### config.mk
export PLATFORM = sky130hd
export DESIGN_NAME = spram_arbiter
export DESIGN_NICKNAME = d
export VERILOG_FILES = /design/src/rtl/spram_arb_pkg.sv /design/src/rtl/spram_rsp_slot.sv /design/src/rtl/spram_arbiter.sv
export SDC_FILE = /design/constraint.sdc
export NUM_CORES = 1
export LEC_CHECK = 0
export ABC_AREA = 1
export BUFFER_PORTS_ARGS = -buffer_cell sky130_fd_sc_hd__buf_2
export CORE_ASPECT_RATIO = 0.5
export CORE_MARGIN = 2
export CORE_UTILIZATION = 49
export DETAILED_ROUTE_END_ITERATION = 12
export GPL_ROUTABILITY_DRIVEN = 0
export PLACE_DENSITY = 0.86
export SYNTH_ARGS = -nofsm -noshare
export SYNTH_HDL_FRONTEND = slang
export SYNTH_SLANG_ARGS = --single-unit
### constraint.sdc
create_clock -name CLK -period 7.35 [get_ports CLK]
set_clock_uncertainty 0.1 [all_clocks]
set_input_delay 0.735 -clock CLK [delete_from_list [all_inputs] [get_ports CLK]]
set_output_delay 0.735 -clock CLK [all_outputs]
set_load 0.005 [all_outputs]
### src/rtl/spram_arb_pkg.sv
// ============================================================================
// Module      : spram_arb_pkg
// Description : Shared types and constants for the SPRAM sequencer/arbiter.
//               Defines the two-state sequencer encoding and the port count.
// Revision    : 1.0 - initial release
// ============================================================================
`default_nettype none

package spram_arb_pkg;

    // Number of requester ports sharing the single SRAM port.
    localparam int NPORT = 2;

    // INIT sweeps the array with zeros; RUN serves requesters forever.
    typedef enum logic [0:0] {
        INIT = 1'b0,
        RUN  = 1'b1
    } arb_state_e;

endpackage

`default_nettype wire

### src/rtl/spram_rsp_slot.sv
// ============================================================================
// Module      : spram_rsp_slot
// Description : Per-port response slot. Raises valid the cycle after a grant,
//               passes sram_q straight through in that first cycle (the only
//               cycle Q is valid), and latches it if the requester does not
//               accept immediately. Write acknowledgements carry zero data.
// Ports       : clk, rst        - clock, asynchronous active-high reset
//               i_load          - grant for this port in the current cycle
//               i_load_rd       - the granted access is a read
//               i_rsp_ready     - requester consumes the response
//               i_sram_q        - SRAM read data (valid one cycle after read)
//               o_rsp_valid     - response available
//               o_rsp_rdata     - response data (0 for write acks / idle)
// Revision    : 1.0 - initial release
// ============================================================================
`default_nettype none

module spram_rsp_slot #(
    parameter int DATA_WIDTH = 32
) (
    input  logic                  clk,
    input  logic                  rst,
    input  logic                  i_load,
    input  logic                  i_load_rd,
    input  logic                  i_rsp_ready,
    input  logic [DATA_WIDTH-1:0] i_sram_q,
    output logic                  o_rsp_valid,
    output logic [DATA_WIDTH-1:0] o_rsp_rdata
);

    logic                  r_valid_q, w_valid_d;
    logic                  r_fresh_q, w_fresh_d;   // first response cycle
    logic                  r_rd_q,    w_rd_d;
    logic [DATA_WIDTH-1:0] r_data_q,  w_data_d;

    always_comb begin
        w_valid_d = r_valid_q;
        w_fresh_d = r_fresh_q;
        w_rd_d    = r_rd_q;
        w_data_d  = r_data_q;

        if (r_valid_q && i_rsp_ready) begin
            w_valid_d = 1'b0;
            w_fresh_d = 1'b0;
        end else if (r_fresh_q) begin
            // Not taken in its first cycle: capture Q before it goes stale.
            w_fresh_d = 1'b0;
            w_data_d  = r_rd_q ? i_sram_q : '0;
        end

        // The arbiter only grants when the slot is empty or draining now.
        if (i_load) begin
            w_valid_d = 1'b1;
            w_fresh_d = 1'b1;
            w_rd_d    = i_load_rd;
            w_data_d  = '0;
        end
    end

    always_ff @(posedge clk or posedge rst) begin
        if (rst) begin
            r_valid_q <= 1'b0;
            r_fresh_q <= 1'b0;
            r_rd_q    <= 1'b0;
            r_data_q  <= '0;
        end else begin
            r_valid_q <= w_valid_d;
            r_fresh_q <= w_fresh_d;
            r_rd_q    <= w_rd_d;
            r_data_q  <= w_data_d;
        end
    end

    assign o_rsp_valid = r_valid_q;
    assign o_rsp_rdata = !r_valid_q              ? '0       :
                         (r_fresh_q && r_rd_q)   ? i_sram_q : r_data_q;

endmodule

`default_nettype wire

### src/rtl/spram_arbiter.sv
// ============================================================================
// Module      : spram_arbiter
// Description : Two-port round-robin arbiter and init sequencer in front of a
//               single-port SRAM (active-low CEN/WEN, one-cycle read).
//               Zero-fills the array after reset (INIT_EN=1), then grants at
//               most one access per cycle; responses return one cycle later
//               through a per-port response slot.
// Ports       : CLK/RST                   - clock, async active-high reset
//               init_done                 - high once RUN is entered
//               pN_req_*                  - port N request channel (N=0,1)
//               pN_rsp_*                  - port N response channel
//               sram_cen/wen/a/d, sram_q  - SRAM macro interface
// Revision    : 1.0 - initial release
// ============================================================================
`default_nettype none

module spram_arbiter
    import spram_arb_pkg::*;
#(
    parameter  int DATA_WIDTH = 32,
    parameter  int DEPTH      = 1024,
    parameter  int INIT_EN    = 1,
    localparam int AW         = $clog2(DEPTH)
) (
    input  logic                  CLK,
    input  logic                  RST,
    output logic                  init_done,
    input  logic                  p0_req_valid,
    output logic                  p0_req_ready,
    input  logic                  p0_req_wr,
    input  logic [AW-1:0]         p0_req_addr,
    input  logic [DATA_WIDTH-1:0] p0_req_wdata,
    output logic                  p0_rsp_valid,
    input  logic                  p0_rsp_ready,
    output logic [DATA_WIDTH-1:0] p0_rsp_rdata,
    input  logic                  p1_req_valid,
    output logic                  p1_req_ready,
    input  logic                  p1_req_wr,
    input  logic [AW-1:0]         p1_req_addr,
    input  logic [DATA_WIDTH-1:0] p1_req_wdata,
    output logic                  p1_rsp_valid,
    input  logic                  p1_rsp_ready,
    output logic [DATA_WIDTH-1:0] p1_rsp_rdata,
    output logic                  sram_cen,
    output logic                  sram_wen,
    output logic [AW-1:0]         sram_a,
    output logic [DATA_WIDTH-1:0] sram_d,
    input  logic [DATA_WIDTH-1:0] sram_q
);

    localparam logic [AW-1:0] C_LAST_ADDR = AW'(DEPTH - 1);
    localparam arb_state_e    C_RST_STATE = (INIT_EN != 0) ? INIT : RUN;

    arb_state_e      r_state_q, w_state_d;
    logic [AW-1:0]   r_init_cnt_q, w_init_cnt_d;
    logic            r_last_grant_q, w_last_grant_d;

    logic [NPORT-1:0]      w_req_valid, w_req_wr, w_rsp_ready, w_rsp_valid;
    logic [NPORT-1:0]      w_elig, w_grant;
    logic [AW-1:0]         w_req_addr  [NPORT];
    logic [DATA_WIDTH-1:0] w_req_wdata [NPORT];
    logic [DATA_WIDTH-1:0] w_rsp_rdata [NPORT];
    logic                  w_win;

    assign w_req_valid    = {p1_req_valid, p0_req_valid};
    assign w_req_wr       = {p1_req_wr,    p0_req_wr};
    assign w_rsp_ready    = {p1_rsp_ready, p0_rsp_ready};
    assign w_req_addr[0]  = p0_req_addr;
    assign w_req_addr[1]  = p1_req_addr;
    assign w_req_wdata[0] = p0_req_wdata;
    assign w_req_wdata[1] = p1_req_wdata;

    // A port may issue when its slot is empty or is being drained this cycle.
    assign w_elig = w_req_valid & (~w_rsp_valid | w_rsp_ready);

    always_comb begin
        w_state_d      = r_state_q;
        w_init_cnt_d   = r_init_cnt_q;
        w_last_grant_d = r_last_grant_q;
        w_grant        = '0;
        w_win          = 1'b0;
        sram_cen       = 1'b1;
        sram_wen       = 1'b1;
        sram_a         = '0;
        sram_d         = '0;

        if (!RST) begin
            if (r_state_q == INIT) begin
                sram_cen     = 1'b0;
                sram_wen     = 1'b0;
                sram_a       = r_init_cnt_q;
                w_init_cnt_d = r_init_cnt_q + AW'(1);
                if (r_init_cnt_q == C_LAST_ADDR) begin
                    w_state_d    = RUN;
                    w_init_cnt_d = '0;
                end
            end else if (|w_elig) begin
                // On conflict the port that did not win last time goes.
                if (&w_elig) w_win = ~r_last_grant_q;
                else         w_win = w_elig[1];
                w_grant[w_win] = 1'b1;
                w_last_grant_d = w_win;
                sram_cen       = 1'b0;
                sram_wen       = ~w_req_wr[w_win];
                sram_a         = w_req_addr[w_win];
                sram_d         = w_req_wdata[w_win];
            end
        end
    end

    always_ff @(posedge CLK or posedge RST) begin
        if (RST) begin
            r_state_q      <= C_RST_STATE;
            r_init_cnt_q   <= '0;
            r_last_grant_q <= 1'b1;
        end else begin
            r_state_q      <= w_state_d;
            r_init_cnt_q   <= w_init_cnt_d;
            r_last_grant_q <= w_last_grant_d;
        end
    end

    // Gated by RST so it reads low during reset even when starting in RUN.
    assign init_done = (r_state_q == RUN) && !RST;

    generate
        for (genvar n = 0; n < NPORT; n++) begin : g_slot
            spram_rsp_slot #(
                .DATA_WIDTH (DATA_WIDTH)
            ) u_slot (
                .clk         (CLK),
                .rst         (RST),
                .i_load      (w_grant[n]),
                .i_load_rd   (~w_req_wr[n]),
                .i_rsp_ready (w_rsp_ready[n]),
                .i_sram_q    (sram_q),
                .o_rsp_valid (w_rsp_valid[n]),
                .o_rsp_rdata (w_rsp_rdata[n])
            );
        end
    endgenerate

    assign p0_req_ready = w_grant[0];
    assign p1_req_ready = w_grant[1];
    assign p0_rsp_valid = w_rsp_valid[0];
    assign p1_rsp_valid = w_rsp_valid[1];
    assign p0_rsp_rdata = w_rsp_rdata[0];
    assign p1_rsp_rdata = w_rsp_rdata[1];

endmodule

`default_nettype wire

# Word level (Yosys, flattened, before mapping)
# Cells that the tools add are included.
# classes
add_sub_neg	1
order_cmp	3
eq_ne	3
n_mux	50
n_bitwise	10
reduce_logical	17
# op_table
op	n
32-bit two-way mux	18
10-bit two-way mux	7
1-bit two-way mux	21
10-bit by 1-bit adder with 10-bit output, second input constant	1
10-bit equality test, second input constant	1
2-bit AND reduction	4
2-bit nonzero test	4
1-bit logical AND	6
2-bit two-way mux	3
1-bit NOT	6
2-bit inequality test, second input constant	2
3-bit AND reduction	1
2-bit bitwise AND	1
2-bit greater-or-equal comparator, second input constant	1
1-bit by 2-bit less-than comparator with 1-bit output, second input constant	1
1-bit NOT with 2-bit output	1
2-bit NOT	1
2-bit bitwise OR	1
2-bit OR reduction	1
1-bit demux with 1-bit select	1
1-bit greater-or-equal comparator, second input constant	1
1-bit logical NOT	1
# word_totals
reg_bits	82
inputBits	124
output_inout_bits	113
word_cells	95

# Depth between registers and ports, before layout
# Gate-level depths: netlist (run 1).
# logic_depth
depth_word	17
ltp_mapped	10
mapped_depth_nobuf	8

# Cells and area by module
# From an unflattened synthesis (run 1), not the netlist that was laid out.
# unflattened
cells_unflattened	938
hier_area_um2	5824.3
# by_module_without_submodules
module	n_inst	cells_each	area_each_um2	seq_area_each_um2
spram_rsp_slot	2	332	2172.1	875.8
spram_arbiter	1	274	1480.2	301.5

# Least setup slack after synthesis (run 1)
# Ideal clock, no wire load.
# synth_timing
path_kind	input -> output
startpoint	input port RST
endpoint	output port sram_a[0]
arrival_ns	3.230
required_time_ns	6.515
setup_slack_ns	3.285
stages	4
n_path_buf	1
cell_sequence	inv_1 nand2_1 clkbuf_1 o21ai_0
# synth_between
elab_chain_len	1
# synth_rtl
element	line	source
from (decl)	spram_arbiter.sv:26	input logic RST,
10-bit two-way mux	spram_arbiter.sv:87	if (!RST) begin
to (decl)	spram_arbiter.sv:46	output logic [AW-1:0] sram_a,
# No other way between the ends.

# Final worst setup path (run 1)
# layout_timing
startpoint	register g_slot[1].u_slot.r_valid_q
endpoint	output port p1_req_ready
# layout_between
elab_chain_len	15
elab_cells_between_ends	17
classes_between	order compare: 2; mux: 9; bitwise: 3; reduce/logical: 3
# layout_rtl
element	line	source
from (decl)	spram_rsp_slot.sv:31	logic r_valid_q, w_valid_d;
from (signal assigned)	spram_rsp_slot.sv:67	r_valid_q <= w_valid_d;
2-bit NOT *	spram_arbiter.sv:74	assign w_elig = w_req_valid & (~w_rsp_valid | w_rsp_ready);
2-bit bitwise OR *	spram_arbiter.sv:74	
2-bit bitwise AND *	spram_arbiter.sv:74	
2-bit AND reduction	spram_arbiter.sv:99	if (&w_elig) w_win = ~r_last_grant_q;
1-bit two-way mux	spram_arbiter.sv:99	
1-bit two-way mux	spram_arbiter.sv:97	end else if (|w_elig) begin
1-bit two-way mux	spram_arbiter.sv:88	if (r_state_q == INIT) begin
1-bit two-way mux	spram_arbiter.sv:87	
1-bit by 2-bit less-than comparator with 1-bit output (not written as such) or 1-bit greater-or-equal comparator (tied branches)	spram_arbiter.sv:101	w_grant[w_win] = 1'b1;
1-bit logical AND (not written as such)	spram_arbiter.sv:101	
1-bit two-way mux (not written as such)	spram_arbiter.sv:101	
1-bit demux with 1-bit select	spram_arbiter.sv:101	
2-bit two-way mux *	spram_arbiter.sv:97	
2-bit two-way mux *	spram_arbiter.sv:88	
2-bit two-way mux *	spram_arbiter.sv:87	
to (decl)	spram_arbiter.sv:37	output logic p1_req_ready,
# Every way passes the cells marked *; elsewhere a longest branch is shown, timed or not. The select of a mux whose other input is x is not followed.

==> run metrics, run 1 <==
status=complete, no violations; top cells by area, synth=dfrtp_1, nor2_1, nand3_1, nand2_1, o21ai_0; Least-Margin Pin Slew=1.16 ns; RSZ-0062 raised after global routing=no; largest net degree at the start of global routing=83; Fillers=1049; Die Y=80.2 um; core area=0.0111 mm2; final hold vios=0; Via-to-Cell Ratio=5.27; P&R area growth vs syn=25.7%; diode count=0; drt pass-1 iters=7; Congestion Overflow GR=0; worst setup path start=g_slot[1].u_slot.o_rsp_valid; Power Dens Cells=201 mW/mm2; Post CTS Setup Buffer Count=0; Initial DRC Count=634; routed vias=6590; # resized after CTS=0; CP arrival=3.39 ns; Post-Syn Area per Cell=6.22 um2; critical path launch point type=flop; Netlist cell types=31; drt total wl=18100 um; Nets=1227; Warnings, synthesis=0; post-cts hold buffer count=0; Mapped Area=0.00569 mm2; ANT nets after route=0; fraction of layout cells with a size suffix above 1=24.7%; cell count after synthesis=914; sequential fraction of the synthesis area=36.1%; r2r worst-path depth=6; min Tclk post-route=4.22 ns; Max clock buf depth=2; first-pass GRT wire length=28700 um; port bufs=236; DP HPWL=12600 um; fmax=237 MHz; Ports=237; Final setup viols=0; root buffer cell=clkbuf_16; all-layer global routing usage=28.7%; Setup crit end kind=primary output; EDFF count, synth=0; antenna violations before repair=0; net count of the mapped netlist=1039; DR DRC count=0; worst vdd ir=130 uV; H-Tree Level Count=3; end of the critical path=p1_req_ready; TNS Setup=0 ns; worst endpoint required time=6.51 ns; Synth area leader=dfrtp_1; Static Leak=0.00439 uW; cell row count=27; maximum net fanout on the critical path=69; critical setup path kind=flop to primary output; die area=0.0125 mm2; worst reg2reg path startpoint=g_slot[1].u_slot.o_rsp_valid; Clk Latency, worst-skew pair=0.34 ns; r2r endpoint=g_slot[1].u_slot.o_rsp_valid; Initial Utilization=51.0%; clock slew seen by the registers of the worst setup and hold paths=0.06 ns; max cap viols=0; Inserted Clock Buffers=9; R2R Setup Slk=4.14 ns; max_slew headroom=22.7%; HP Class=flop to flop; number of global-route vias before repair=6026; #FFs+latches synth=82; Main synth FF type=dfrtp_1; Tcrit/Tclk final=57.4%; Hold Slack=0.393 ns; Final Core Density=64.1%; DR WL/cell=14.5 um; die width=156 um; asr flop ratio synth=100%; Cell Count, Final, Fillers Out=1251; Final Max Tran Viols=0; CTS tree=done; clock sinks=82; share of the synthesized area in the top cell type=35.6%; placed cell count=1236
[cells in the mapped netlist (4+ instances only)]
master and n:
o21ai_0 104, buf_2 16, nand3_1 148, xor2_1 4, dfrtp_1 81, buf_4 5
clkbuf_1 43, nor2_1 204, nand2_1 172, inv_1 99, nand3b_1 10, o21ai_1 5
[cells by family after synthesis]
logic type	after synthesis	share of synthesized area, %
xor gates and xnor gates	5	0.770
AOI/OAI and AO/OA	116	10.8
adders and majority gates	1	0.220
and+or+nand+nor	541	40.2
buffers and inverters	169	12.0
DFF	82	36.1
[cells in the final DEF, fill, tap and decap left out, types with 3 or more instances in the layout]
cell type  count
clkbuf_16      9
dfrtp_1       81
a21boi_2       3
o21ai_0      104
nor2_1       204
inv_1         98
buf_2        236
xor2_1         4
o21ai_1        5
buf_4          8
nand2_1      172
nand3_1      148
nand3b_1      10
[worst min-delay path by stage]
stage | startpoint | to | slack, ns | cells after the start
after floorplan | r_state_q | r_state_q | 0.35 | 2
after global placement | r_state_q | r_state_q | 0.37 | 2
after detailed placement | r_state_q | r_state_q | 0.37 | 2
after CTS | r_state_q | r_state_q | 0.39 | 2
after global routing | r_state_q | r_state_q | 0.41 | 2
final | r_state_q | r_state_q | 0.39 | 2
[report_power, final]
part / leakage (uW) / switching [uW] / total [uW] / internal [uW]
Sequential: 0.00108 / 62.9 / 559 / 496
Clock: 0.000162 / 186 / 501 / 315
Combinational: 0.00315 / 230 / 378 / 148
Total: 0.00439 / 479 / 1440 / 959
[layout make-up]
type                    instances  area (um2)  share of cell area, %
repair buffers                244        1240                   17.4
flip-flops and latches         82        2050                   28.7
clock inverters                 4        73.8                   1.03
inverters                     102         384                   5.38
multi-input cells             663        2960                   41.4
clock buffers                  11         253                   3.54
well taps                     145         181                   2.54
[per-stage QoR]
stage / total power, uW / cell area [um2] / worst slack, ns
floorplan: 796 / 5690 / 3.29
global placement: 930 / 6820 / 3.61
detailed placement: 942 / 6820 / 3.52
CTS: 1440 / 7150 / 3.16
global route: 1520 / 7150 / 2.78
finish: 1440 / 7150 / 3.13
[critical path, stage by stage (launching register included)]
cell and delay (ns):
dfrtp_1 1.09, a21boi_4 0.25, nand2_4 0.41, inv_2 0.33, nand2_2 0.12, buf_4 0.52, inv_1 0.13, buf_2 0.16
[routing by layer]
layer / wire [um] / part of all wire (%) / global-route usage [%] / vias to the layer above
li1: - / - / - / 3244
met1: 7600 / 42 / 35.2 / 3053
met2: 8860 / 49 / 51.0 / 248
met3: 1210 / 6.7 / 4.91 / 45
met4: 465 / 2.6 / 11.4 / 0
met5: 0 / 0 / 0 / -
[sequential cells by signal, indices dropped and copies added, names as in the netlist]
register and flops:
g_slot.u_slot.r_rd_q 2, g_slot.u_slot.o_rsp_valid 2, g_slot.u_slot.r_fresh_q 2, r_init_cnt_q 10, r_last_grant_q 1, g_slot.u_slot.r_data_q 64, r_state_q 1
Note: power is estimated with default switching activity, not from simulation.
==> run 2: changes to the inputs <==
==> constraint.sdc (replaced) <==
create_clock -name CLK -period 4 [get_ports CLK]
set_clock_uncertainty 0.1 [all_clocks]
set_input_delay 0.4 -clock CLK [delete_from_list [all_inputs] [get_ports CLK]]
set_output_delay 0.4 -clock CLK [all_outputs]
set_load 0.005 [all_outputs]
==> run 2 against run 1 <==
  * Critical path depth did not move
  * Power rose by 82%
  * Cell count rose by 0.32%
  * Non-clock buffer count rose by 4
  * Global-route usage fell by 0.38 points
  * Sequential share of layout area fell by 0.080 points
==> run metrics, run 2 (synthesis gave the netlist of run 1 again) <==
critical path launch point type=flop (unchanged); biggest regs=g_slot.u_slot.r_data_q x64, r_init_cnt_q x10 (unchanged); diode count=0 (unchanged); largest net degree at the start of global routing=83 (unchanged); status=complete, no violations (unchanged); HP Start=p1_req_wr (was r_state_q); TNS Setup=0 ns (unchanged); port bufs=236 (unchanged); routed vias=6520 (was 6590); number of global-route vias before repair=5925 (was 6026); min Tclk post-route=3.07 ns; H-Tree Level Count=3 (unchanged); CTS tree=done (unchanged); clock sinks=82 (unchanged); Initial Utilization=51.0% (unchanged); Final Max Tran Viols=0 (unchanged); final hold vios=0 (unchanged); worst reg2reg path startpoint=r_last_grant_q (was g_slot[1].u_slot.o_rsp_valid); Least-Margin Pin Slew=1.08 ns (was 1.16 ns); # resized after CTS=0 (unchanged); all-layer global routing usage=28.3% (was 28.7%); post-cts hold buffer count=0 (unchanged); hold path cells=2 (unchanged); Max clock buf depth=2 (unchanged); P&R area growth vs syn=26.0% (was 25.7%); most common cell after layout, fill and taps aside=buf_2 (unchanged); Biggest register=g_slot.u_slot.r_data_q (unchanged); Post CTS Setup Buffer Count=0 (unchanged); Congestion Overflow GR=0 (unchanged); antenna violations before repair=1 (was 0); Clk Latency, worst-skew pair=0.34 ns (about the same); critical setup path kind=flop to primary output (unchanged); die width=156 um (unchanged); root buffer cell=clkbuf_16 (unchanged); Power Dens Cells=366 mW/mm2 (was 201 mW/mm2); first-pass GRT wire length=28300 um (was 28700 um); Final setup viols=0 (unchanged); R2R Setup Slk=1.31 ns (was 4.14 ns); RSZ-0062 raised after global routing=no (unchanged); Via-to-Cell Ratio=5.20 (was 5.27); core area=0.0111 mm2 (unchanged); HP Class=primary input to flop (was flop to flop); maximum net fanout on the critical path=34 (was 69); fmax=325 MHz; most frequent cells in the layout=buf_2, nor2_1, nand2_1, nand3_1, o21ai_0 (unchanged); CP arrival=2.57 ns (was 3.39 ns); r2r endpoint=g_slot[1].u_slot.r_data_q[3] (was g_slot[1].u_slot.o_rsp_valid); worst vdd ir=245 uV (was 130 uV); placed inst area=0.00685 mm2 (was 0.00682 mm2); Inserted Clock Buffers=9 (unchanged); Hold Path End=g_slot[1].u_slot.r_rd_q (was r_state_q); drt pass-1 iters=4 (was 7); worst endpoint required time=3.50 ns (was 6.51 ns); max_slew headroom=28.3% (was 22.7%); Largest register FFs=64 (unchanged); DR WL/cell=14.2 um (was 14.5 um); final instance area=0.00717 mm2 (was 0.00715 mm2); fraction of layout cells with a size suffix above 1=25.0% (was 24.7%); Tcrit/Tclk final=76.8%; r2r worst-path depth=7 (was 6); Static Leak=0.00440 uW (was 0.00439 uW); DR DRC count=0 (unchanged); clock slew seen by the registers of the worst setup and hold paths=0.06 ns (about the same); Die Y=80.2 um (unchanged); Final Core Density=64.3% (was 64.1%); drt total wl=17800 um (was 18100 um); Initial DRC Count=458 (was 634); max cap viols=0 (unchanged); die area=0.0125 mm2 (unchanged); DP HPWL=12600 um (about the same); Setup crit end kind=primary output (unchanged); Ports=237 (unchanged); ANT nets after route=0 (unchanged); Nets=1231 (was 1227); cell row count=27 (unchanged)
## run 2: changes by cell type in the layout (fill, tap and decap cells not counted)
cell,change
buf_4,+4
inv_6,-1
clkbuf_8,-2
inv_8,+1
clkinvlp_4,+2
## run 2: final cells by class
cell class | count | area, um2
Timing Repair Buffer | 248 | 1270
Tap cell | 145 | 181
Clock inverter | 6 | 91.3
Fill cell | 1045 | 3980
Clock buffer | 9 | 225
Sequential cell | 82 | 2050
Multi-Input combinational cell | 663 | 2960
Inverter | 102 | 384
## run 2: worst max-delay path, cell delays in order (launching register included)
cell and delay [ns]:
dfrtp_1 0.34, buf_4 0.34, nand2_1 0.09, buf_4 0.24, inv_1 0.77, nor2_1 0.07
nor2_1 0.22, buf_2 0.15
## run 2: worst max-delay path by stage
stage | start | end | slack, ns | depth (start not counted)
2_1_floorplan | RST | sram_a[0] | 0.61 | 4
3_3_place_gp | p0_rsp_ready | g_slot[1].u_slot.r_data_q[11] | 1.32 | 10
3_5_place_dp | p0_rsp_ready | g_slot[1].u_slot.r_data_q[12] | 1.21 | 10
4_1_cts | g_slot[1].u_slot.r_rd_q | p1_rsp_rdata[29] | 0.91 | 7
5_1_grt | g_slot[1].u_slot.r_rd_q | p1_rsp_rdata[29] | 0.74 | 7
6_report | g_slot[0].u_slot.r_rd_q | p0_rsp_rdata[14] | 0.93 | 7
## run 2: power breakdown
part / switching, uW / internal, uW
Clock: 347 / 546
Combinational: 489 / 275
Sequential: 48.8 / 913
## run 2: metal layers
layer	wire (um)	track usage, %	vias to the layer above	part of all wire [%]
li1	-	-	3252	-
met5	0	0	-	0
met3	1210	6.26	45	6.8
met1	7470	33.7	2988	42
met4	467	11.7	0	2.6
met2	8700	50.2	235	49
## run 2: per-stage QoR
stage | hold slack (ns) | worst slack, ns | std cells | total power (uW)
finish | 0.188 | 0.926 | 1255 | 2620
global placement | 0.359 | 1.32 | 1240 | 1710
detailed placement | 0.387 | 1.21 | 1240 | 1730
CTS | 0.180 | 0.910 | 1255 | 2630
floorplan | 0.349 | 0.605 | 914 | 1460
global route | 0.200 | 0.740 | 1255 | 2780
